===== src/rtl/mem_port_arbiter_if.sv =====
// mem_port_arbiter_if
// Bundles the fetch, load/store and memory-port signals of the shared
// single-port memory arbiter.
//   slave  : the arbiter's view (takes requests and read data, drives acks and the port)
//   master : the requesters' and memory's view
interface mem_port_arbiter_if;
  logic        if_req;
  logic [31:0] if_addr;
  logic        if_ack;
  logic [31:0] if_rdata;

  logic        dm_req;
  logic        dm_wen;
  logic [31:0] dm_addr;
  logic [31:0] dm_wdata;
  logic        dm_ack;
  logic [31:0] dm_rdata;

  logic        mem_ren;
  logic        mem_wen;
  logic [31:0] mem_addr;
  logic [31:0] mem_din;
  logic [31:0] mem_dout;

  modport slave (
    input  if_req, if_addr, dm_req, dm_wen, dm_addr, dm_wdata, mem_dout,
    output if_ack, if_rdata, dm_ack, dm_rdata, mem_ren, mem_wen, mem_addr, mem_din
  );

  modport master (
    output if_req, if_addr, dm_req, dm_wen, dm_addr, dm_wdata, mem_dout,
    input  if_ack, if_rdata, dm_ack, dm_rdata, mem_ren, mem_wen, mem_addr, mem_din
  );
endinterface


===== src/rtl/mem_port_arbiter.sv =====
// mem_port_arbiter
// Grants the shared single-port memory to either instruction fetch (IF) or
// load/store (DM) each cycle. The grant register is the only source of the
// port mux; acks and read data follow the grant combinationally.
// Optional feature macro: MEM_ARB_STARVE_EN
//   defined   -> after STARVE_LIMIT consecutive DM grants taken while fetch
//                waits, the next contended cycle is forced to IF.
//   undefined -> strict DM-over-IF priority, STARVE_LIMIT has no effect.
module mem_port_arbiter #(
  parameter int STARVE_LIMIT = 4
) (
  input  logic               clock,
  input  logic               reset,
  mem_port_arbiter_if.slave  bus
);

  typedef enum logic [1:0] {
    GNT_IDLE = 2'd0,
    GNT_IF   = 2'd1,
    GNT_DM   = 2'd2
  } gnt_t;

  gnt_t        gnt_r;
  gnt_t        gnt_next_s;
  logic        starve_hit_s;

  logic        if_ack_s;
  logic [31:0] if_rdata_s;
  logic        dm_ack_s;
  logic [31:0] dm_rdata_s;
  logic        mem_ren_s;
  logic        mem_wen_s;
  logic [31:0] mem_addr_s;
  logic [31:0] mem_din_s;

  // A limit outside the 4-bit counter range can never be matched; stop the build.
  if ((STARVE_LIMIT < 1) || (STARVE_LIMIT > 15)) begin : g_limit_range
    $error("mem_port_arbiter: STARVE_LIMIT must be within 1..15");
  end

`ifdef MEM_ARB_STARVE_EN
  localparam logic [3:0] LIMIT_C = 4'(STARVE_LIMIT);

  logic [3:0] starve_cnt_r;
  logic [3:0] starve_cnt_next_s;

  // Fetch is forced once DM has won LIMIT_C times in a row against it.
  assign starve_hit_s = (starve_cnt_r == LIMIT_C);

  // Count DM grants being taken while fetch is waiting; anything else clears.
  always_comb begin
    starve_cnt_next_s = 4'd0;
    if (bus.if_req && (gnt_next_s == GNT_DM)) begin
      if (starve_cnt_r >= LIMIT_C) begin
        starve_cnt_next_s = LIMIT_C;
      end else begin
        starve_cnt_next_s = starve_cnt_r + 4'd1;
      end
    end else begin
      starve_cnt_next_s = 4'd0;
    end
  end

  // Starvation counter register.
  always_ff @(posedge clock or negedge reset) begin
    if (!reset) begin
      starve_cnt_r <= 4'd0;
    end else begin
      starve_cnt_r <= starve_cnt_next_s;
    end
  end
`else
  assign starve_hit_s = 1'b0;
`endif

  // Grant register: reset aborts any access in flight.
  always_ff @(posedge clock or negedge reset) begin
    if (!reset) begin
      gnt_r <= GNT_IDLE;
    end else begin
      gnt_r <= gnt_next_s;
    end
  end

  // Next grant from the requests seen at this edge; DM wins ties unless fetch is starving.
  always_comb begin
    gnt_next_s = GNT_IDLE;
    case ({bus.if_req, bus.dm_req})
      2'b00:   gnt_next_s = GNT_IDLE;
      2'b10:   gnt_next_s = GNT_IF;
      2'b01:   gnt_next_s = GNT_DM;
      2'b11: begin
        if (starve_hit_s) begin
          gnt_next_s = GNT_IF;
        end else begin
          gnt_next_s = GNT_DM;
        end
      end
      default: gnt_next_s = GNT_IDLE;
    endcase
  end

  // Port mux and acks driven from the current grant; everything not granted reads 0.
  always_comb begin
    if_ack_s   = 1'b0;
    if_rdata_s = 32'd0;
    dm_ack_s   = 1'b0;
    dm_rdata_s = 32'd0;
    mem_ren_s  = 1'b0;
    mem_wen_s  = 1'b0;
    mem_addr_s = 32'd0;
    mem_din_s  = 32'd0;
    case (gnt_r)
      GNT_IF: begin
        mem_ren_s  = 1'b1;
        mem_addr_s = bus.if_addr;
        if_ack_s   = 1'b1;
        if_rdata_s = bus.mem_dout;
      end
      GNT_DM: begin
        mem_addr_s = bus.dm_addr;
        mem_din_s  = bus.dm_wdata;
        mem_ren_s  = ~bus.dm_wen;
        mem_wen_s  = bus.dm_wen;
        dm_ack_s   = 1'b1;
        if (bus.dm_wen) begin
          dm_rdata_s = 32'd0;
        end else begin
          dm_rdata_s = bus.mem_dout;
        end
      end
      GNT_IDLE: begin
        mem_addr_s = 32'd0;
      end
      default: begin
        mem_addr_s = 32'd0;
      end
    endcase
  end

  assign bus.if_ack   = if_ack_s;
  assign bus.if_rdata = if_rdata_s;
  assign bus.dm_ack   = dm_ack_s;
  assign bus.dm_rdata = dm_rdata_s;
  assign bus.mem_ren  = mem_ren_s;
  assign bus.mem_wen  = mem_wen_s;
  assign bus.mem_addr = mem_addr_s;
  assign bus.mem_din  = mem_din_s;

endmodule


===== src/flat_wrapper.sv =====
// flat-port wrapper written by rule: the top's interface ports become plain ports
module mem_port_arbiter_flat 
#(
  parameter int STARVE_LIMIT = 4
)
  (clock, reset, bus_if_req, bus_if_addr, bus_dm_req, bus_dm_wen, bus_dm_addr, bus_dm_wdata, bus_mem_dout, bus_if_ack, bus_if_rdata, bus_dm_ack, bus_dm_rdata, bus_mem_ren, bus_mem_wen, bus_mem_addr, bus_mem_din);
  mem_port_arbiter_if bus_i ();
  input  logic clock;
  input  logic reset;
  input wire logic [$bits(bus_i.if_req)-1:0] bus_if_req;
  input wire logic [$bits(bus_i.if_addr)-1:0] bus_if_addr;
  input wire logic [$bits(bus_i.dm_req)-1:0] bus_dm_req;
  input wire logic [$bits(bus_i.dm_wen)-1:0] bus_dm_wen;
  input wire logic [$bits(bus_i.dm_addr)-1:0] bus_dm_addr;
  input wire logic [$bits(bus_i.dm_wdata)-1:0] bus_dm_wdata;
  input wire logic [$bits(bus_i.mem_dout)-1:0] bus_mem_dout;
  output wire logic [$bits(bus_i.if_ack)-1:0] bus_if_ack;
  output wire logic [$bits(bus_i.if_rdata)-1:0] bus_if_rdata;
  output wire logic [$bits(bus_i.dm_ack)-1:0] bus_dm_ack;
  output wire logic [$bits(bus_i.dm_rdata)-1:0] bus_dm_rdata;
  output wire logic [$bits(bus_i.mem_ren)-1:0] bus_mem_ren;
  output wire logic [$bits(bus_i.mem_wen)-1:0] bus_mem_wen;
  output wire logic [$bits(bus_i.mem_addr)-1:0] bus_mem_addr;
  output wire logic [$bits(bus_i.mem_din)-1:0] bus_mem_din;
  assign bus_i.if_req = bus_if_req;
  assign bus_i.if_addr = bus_if_addr;
  assign bus_i.dm_req = bus_dm_req;
  assign bus_i.dm_wen = bus_dm_wen;
  assign bus_i.dm_addr = bus_dm_addr;
  assign bus_i.dm_wdata = bus_dm_wdata;
  assign bus_i.mem_dout = bus_mem_dout;
  assign bus_if_ack = bus_i.if_ack;
  assign bus_if_rdata = bus_i.if_rdata;
  assign bus_dm_ack = bus_i.dm_ack;
  assign bus_dm_rdata = bus_i.dm_rdata;
  assign bus_mem_ren = bus_i.mem_ren;
  assign bus_mem_wen = bus_i.mem_wen;
  assign bus_mem_addr = bus_i.mem_addr;
  assign bus_mem_din = bus_i.mem_din;
  mem_port_arbiter #(.STARVE_LIMIT(STARVE_LIMIT)) u_core (.clock(clock), .reset(reset), .bus(bus_i));
endmodule

===== config.mk =====
export PLATFORM = sky130hd
export DESIGN_NAME = mem_port_arbiter_flat
export DESIGN_NICKNAME = d
export VERILOG_FILES = /design/src/rtl/mem_port_arbiter_if.sv /design/src/rtl/mem_port_arbiter.sv /design/src/flat_wrapper.sv
export SDC_FILE = /design/constraint.sdc
export NUM_CORES = 1
export LEC_CHECK = 0
export ABC_AREA = 1
export CORE_AREA = 2 2 102 104
export CTS_BUF_LIST = sky130_fd_sc_hd__clkbuf_4 sky130_fd_sc_hd__clkbuf_8
export DETAILED_ROUTE_END_ITERATION = 12
export DIE_AREA = 0 0 104 106
export REMOVE_ABC_BUFFERS = 1
export SYNTH_ARGS = -nofsm -noshare
export SYNTH_HDL_FRONTEND = slang
export SYNTH_SLANG_ARGS = --single-unit

===== constraint.sdc =====
create_clock -name clock -period 2.06 [get_ports clock]
set_clock_uncertainty 0.05 [all_clocks]
set_input_delay 0.309 -clock clock [delete_from_list [all_inputs] [get_ports clock]]
set_output_delay 0.309 -clock clock [all_outputs]
set_load 0.1 [all_outputs]

Yosys cells after proc, flatten, opt, wreduce, memory -nomap -nowiden
Index checks and enable logic that the tools add are counted.
Storage, ports and cells
  flip-flop bits (word level): 2
  bits of input ports: 133
  output and inout bits: 132
  logic and storage cells: 19
Operators by class
  eq/ne operators: 5
  mux-type cells: 10
  bitwise gates (word level): 1
  reduce and logical (&&, ||, !) cells: 2
Operators with widths (number)
  $mux W32: 4
  $pmux W32 S2: 1
  $eq A2 B2 Y1 const B: 3
  $pmux W2 S3: 1
  $eq A2 B1 Y1 const B: 2
  $mux W1: 3
  $logic_not A2 Y1: 1
  $pmux W1 S2: 1
  $reduce_or A2 Y1: 1
  $not A1 Y1: 1

Logic depth before layout (Yosys ltp)
  depth after elaboration: 3
  gate-level depth with buffers: 6
  depth with buffers taken out: 4

Least setup slack after synthesis
OpenSTA, ideal clock, no wires.
  path type: register to output
  start: register u_core.gnt_r[1]
  end: output bus_mem_addr[15]
  data arrival time: 3.217 ns
  slack: -1.516 ns
  stages on the path, launching flop included: 7
  cell sequence: dfrtp_1 > inv_1 > ha_1 > buf_4 > buf_4 > nand2_1 > a21oi_1
On the way
  word-level cells in the longest chain between the ends: 2
Ends and longest elaborated chain
  start, declared: RTL line mem_port_arbiter.sv:23  | gnt_t gnt_r;
  start signal, assigned: RTL line mem_port_arbiter.sv:81  | gnt_r <= gnt_next_s;
  $eq A2 B2 Y1 or $eq A2 B1 Y1 (tied branches): RTL line mem_port_arbiter.sv:113  | case (gnt_r)
  $pmux W32 S2 (*): RTL line mem_port_arbiter.sv:113
  end, declared: RTL line flat_wrapper.sv:23  | output wire logic [$bits(bus_i.mem_addr)-1:0] bus_mem_addr;
Every way passes the cells marked *; elsewhere a longest branch is shown, timed or not.

Final worst setup path
  start: register u_core.gnt_r[0]
  end: output bus_mem_addr[9]
The elaborated chain is that of the path after synthesis.

==> impl_results.md <==
* Number of setup buffers added after CTS at 0
* Clock network fraction of design power at approximately 7.2%
* Setup slack after layout at 0.0104 ns
* CTS H-tree depth at 1
* Io pins at 265
* 1st-iter DRT viols at 80
* Die width at 104 um
* Sequential power share at 2.0%
* Required time of the critical path at roughly 1.7 ns
* Top reg by flops: u_core.gnt_r
* Hold WS at between 0.2 and 0.25 ns
* Area growth from synthesis to layout at 295%
* Endpoints failing setup at 0
* Overall routing resource usage at 17.0%
* Clk sinks at 2
* Startpoint types: flop
* Vias post-DR at 2855
* Initial DRT Pass Iterations at 4
* Inst Count DP at 712
* Max transition margin at between 70% and 80%
* GPL Wtd Cong at 0.880
* Register area at about 50 um^2
* Pwr Density at approximately 360 nW/um^2
* Leak at 2.84 nW
* Worst-Margin Slew at 0.391 ns
* Mapped Cells at 325
* Top flop regs: u_core.gnt_r x2
* Routed WL per cell at approximately 14 um
* Share of cells above drive strength 1 at 34.6%
* Dpl hpwl at 8.51 mm
* Initial antenna violation count at 0
* Final core utilization at 58.6%
* Antenna viol nets, final at 0
* Max Fclk at 488 MHz
* Peak supply drop at 0.202 mV
* Row cnt at 37
* Final hold vios at 0
* CP Launch Point: u_core.gnt_r[0]
* Largest net degree at the start of global routing at 35
* Status: finished clean
* Setup CP Type: reg2out
* Synth Warn # at 0
* Max FFs per register at 2
* Area after DPL at 5580 um^2
* Max Cap Viol at 0
* Fin crit period at 2.05 ns
* TNS Setup at 0 ns
* Die area at 11000 um^2
* Worst slack at placement at about 0.18 ns
* Worst EP arrival at 1.69 ns
* Maximum fanout along the worst path at 27
* First-pass GRT wire length at 15.1 mm
* Syn Area/Cell at 4.56 um^2
* Slew Viols, Final at 0
* Multi-input logic area at ~1100 um^2
* Total Nets Final at 719
* Distinct cells, synth at 12
* Clock buffer depth at 2
* Layout Cells excl Fill at 717
* Avg Vias per Cell at between 3 and 4
* Sw Pwr at 1.22 mW
* Clock root cell: clkbuf_8
* Total power at about 2.1 mW
* Register bit total from synthesis at 2
* Post-Layout Inst Area at 5860 um^2
* DRC at 0
* Sequential-to-total area share from yosys stat at 3.38%
* Fillers at 866
* Mapped Area at approximately 1500 um^2
* CTS tree: built
* RSZ-0062 raised after global routing: yes
* Clock-pin slew on the worst setup and hold paths at 0.03 ns
* IO buf count at about 260
* Combinational power share at roughly 90%
* Grt ovf at 0
* Net Sw Frac at between 50% and 60%
* Die Y at 106 um
* CP Capture Type: primary output
* Initial Utilization at roughly 15%
* Int Pwr at 0.910 mW
* Worst min path class: in2async
* Antenna Cells at 0
* Vias in the first global route at 2975
* TritonCTS buffer count at 3
* Routed wire length at roughly 10 mm
* Period utilization at 99.5%
* Core area at 10000 um^2
==> area by class of cell <==
cell class              count  share of cell area (%)
multi-input cells         199                    18.3
well taps                 136                    2.90
clock buffers               3                   0.705
inverters                 102                    6.54
repair buffers            275                    70.7
flip-flops and latches      2                   0.854
==> final timing paths <==
| path | depth (start not counted) | endpoint | slack [ns] |
|---|---|---|---|
| max | 5 | bus_mem_addr[9] | 0.01 |
| min | 1 | u_core.gnt_r[0] | 0.21 |
| max in group asynchronous | 1 | u_core.gnt_r[1] | 1.63 |
| min in group clock | 1 | u_core.gnt_r[1] | 0.52 |
==> cell usage after synthesis <==
library cell | count | share of area (%)
nand2_1 | 129 | 33
dfrtp_1 | 2 | 3.4
buf_4 | 3 | 1.5
nor2_1 | 3 | 0.76
nor2_2 | 30 | 13
ha_1 | 3 | 2.5
buf_6 | 6 | 4.6
inv_1 | 102 | 26
a21oi_1 | 33 | 11
clkbuf_1 | 3 | 0.76
buf_2 | 10 | 3.4
nand2_4 | 1 | 0.76
==> repair_timing <==
action                     CTS  global route
gates resized for setup      4            41
setup endpoints to repair   28            58
pin swaps                    0             1
gates cloned                 0             2
hold buffers                 0             0
==> power by group through the flow <==
stage,combinational (mW),sequential (mW),clock (mW)
floorplan,1.02,0.0431,0
global placement,1.87,0.0433,0
detailed placement,1.89,0.0435,0
CTS,1.90,0.0431,0.157
global route,2.00,0.0433,0.168
finish,1.94,0.0432,0.153
==> layer usage <==
metal	share of wire [%]	vias to the layer above	wire, um	track usage [%]
li1	-	1399	-	-
met1	32	1273	3230	15.7
met2	57	164	5680	35.2
met3	8.6	19	861	5.27
met4	2.6	0	265	4.92
met5	0	-	0	0
==> critical path, stage by stage (launching register included) <==
cell	delay, ns
dfrtp_1	0.34
inv_1	0.07
ha_1	0.30
buf_4	0.25
a21oi_1	0.28
buf_12	0.22
==> placed cells by master, fill, tap and decap left out <==
cell / instances
ha_1: 1
buf_16: 1
clkbuf_8: 3
nor2_2: 14
ha_2: 2
buf_6: 3
clkbuf_16: 1
a21oi_2: 22
nor2_1: 3
buf_8: 1
a21oi_1: 11
nor2_4: 16
dfrtp_1: 2
nand2_1: 129
nand2_8: 1
clkdlybuf4s50_1: 132
buf_12: 135
buf_4: 2
inv_1: 102
==> cells by family (layout without fill, tap and decap cells) <==
family	Yosys count	in the layout	synth area share, %
AO/OA/AOI/OAI	33	33	11.1
AND/OR/NAND/NOR	163	163	46.9
adder cells (fa/ha/maj)	3	3	2.53
flip-flops	2	2	3.38
buffers and inverters	124	380	36.1
(Power assumes the default switching activity.)
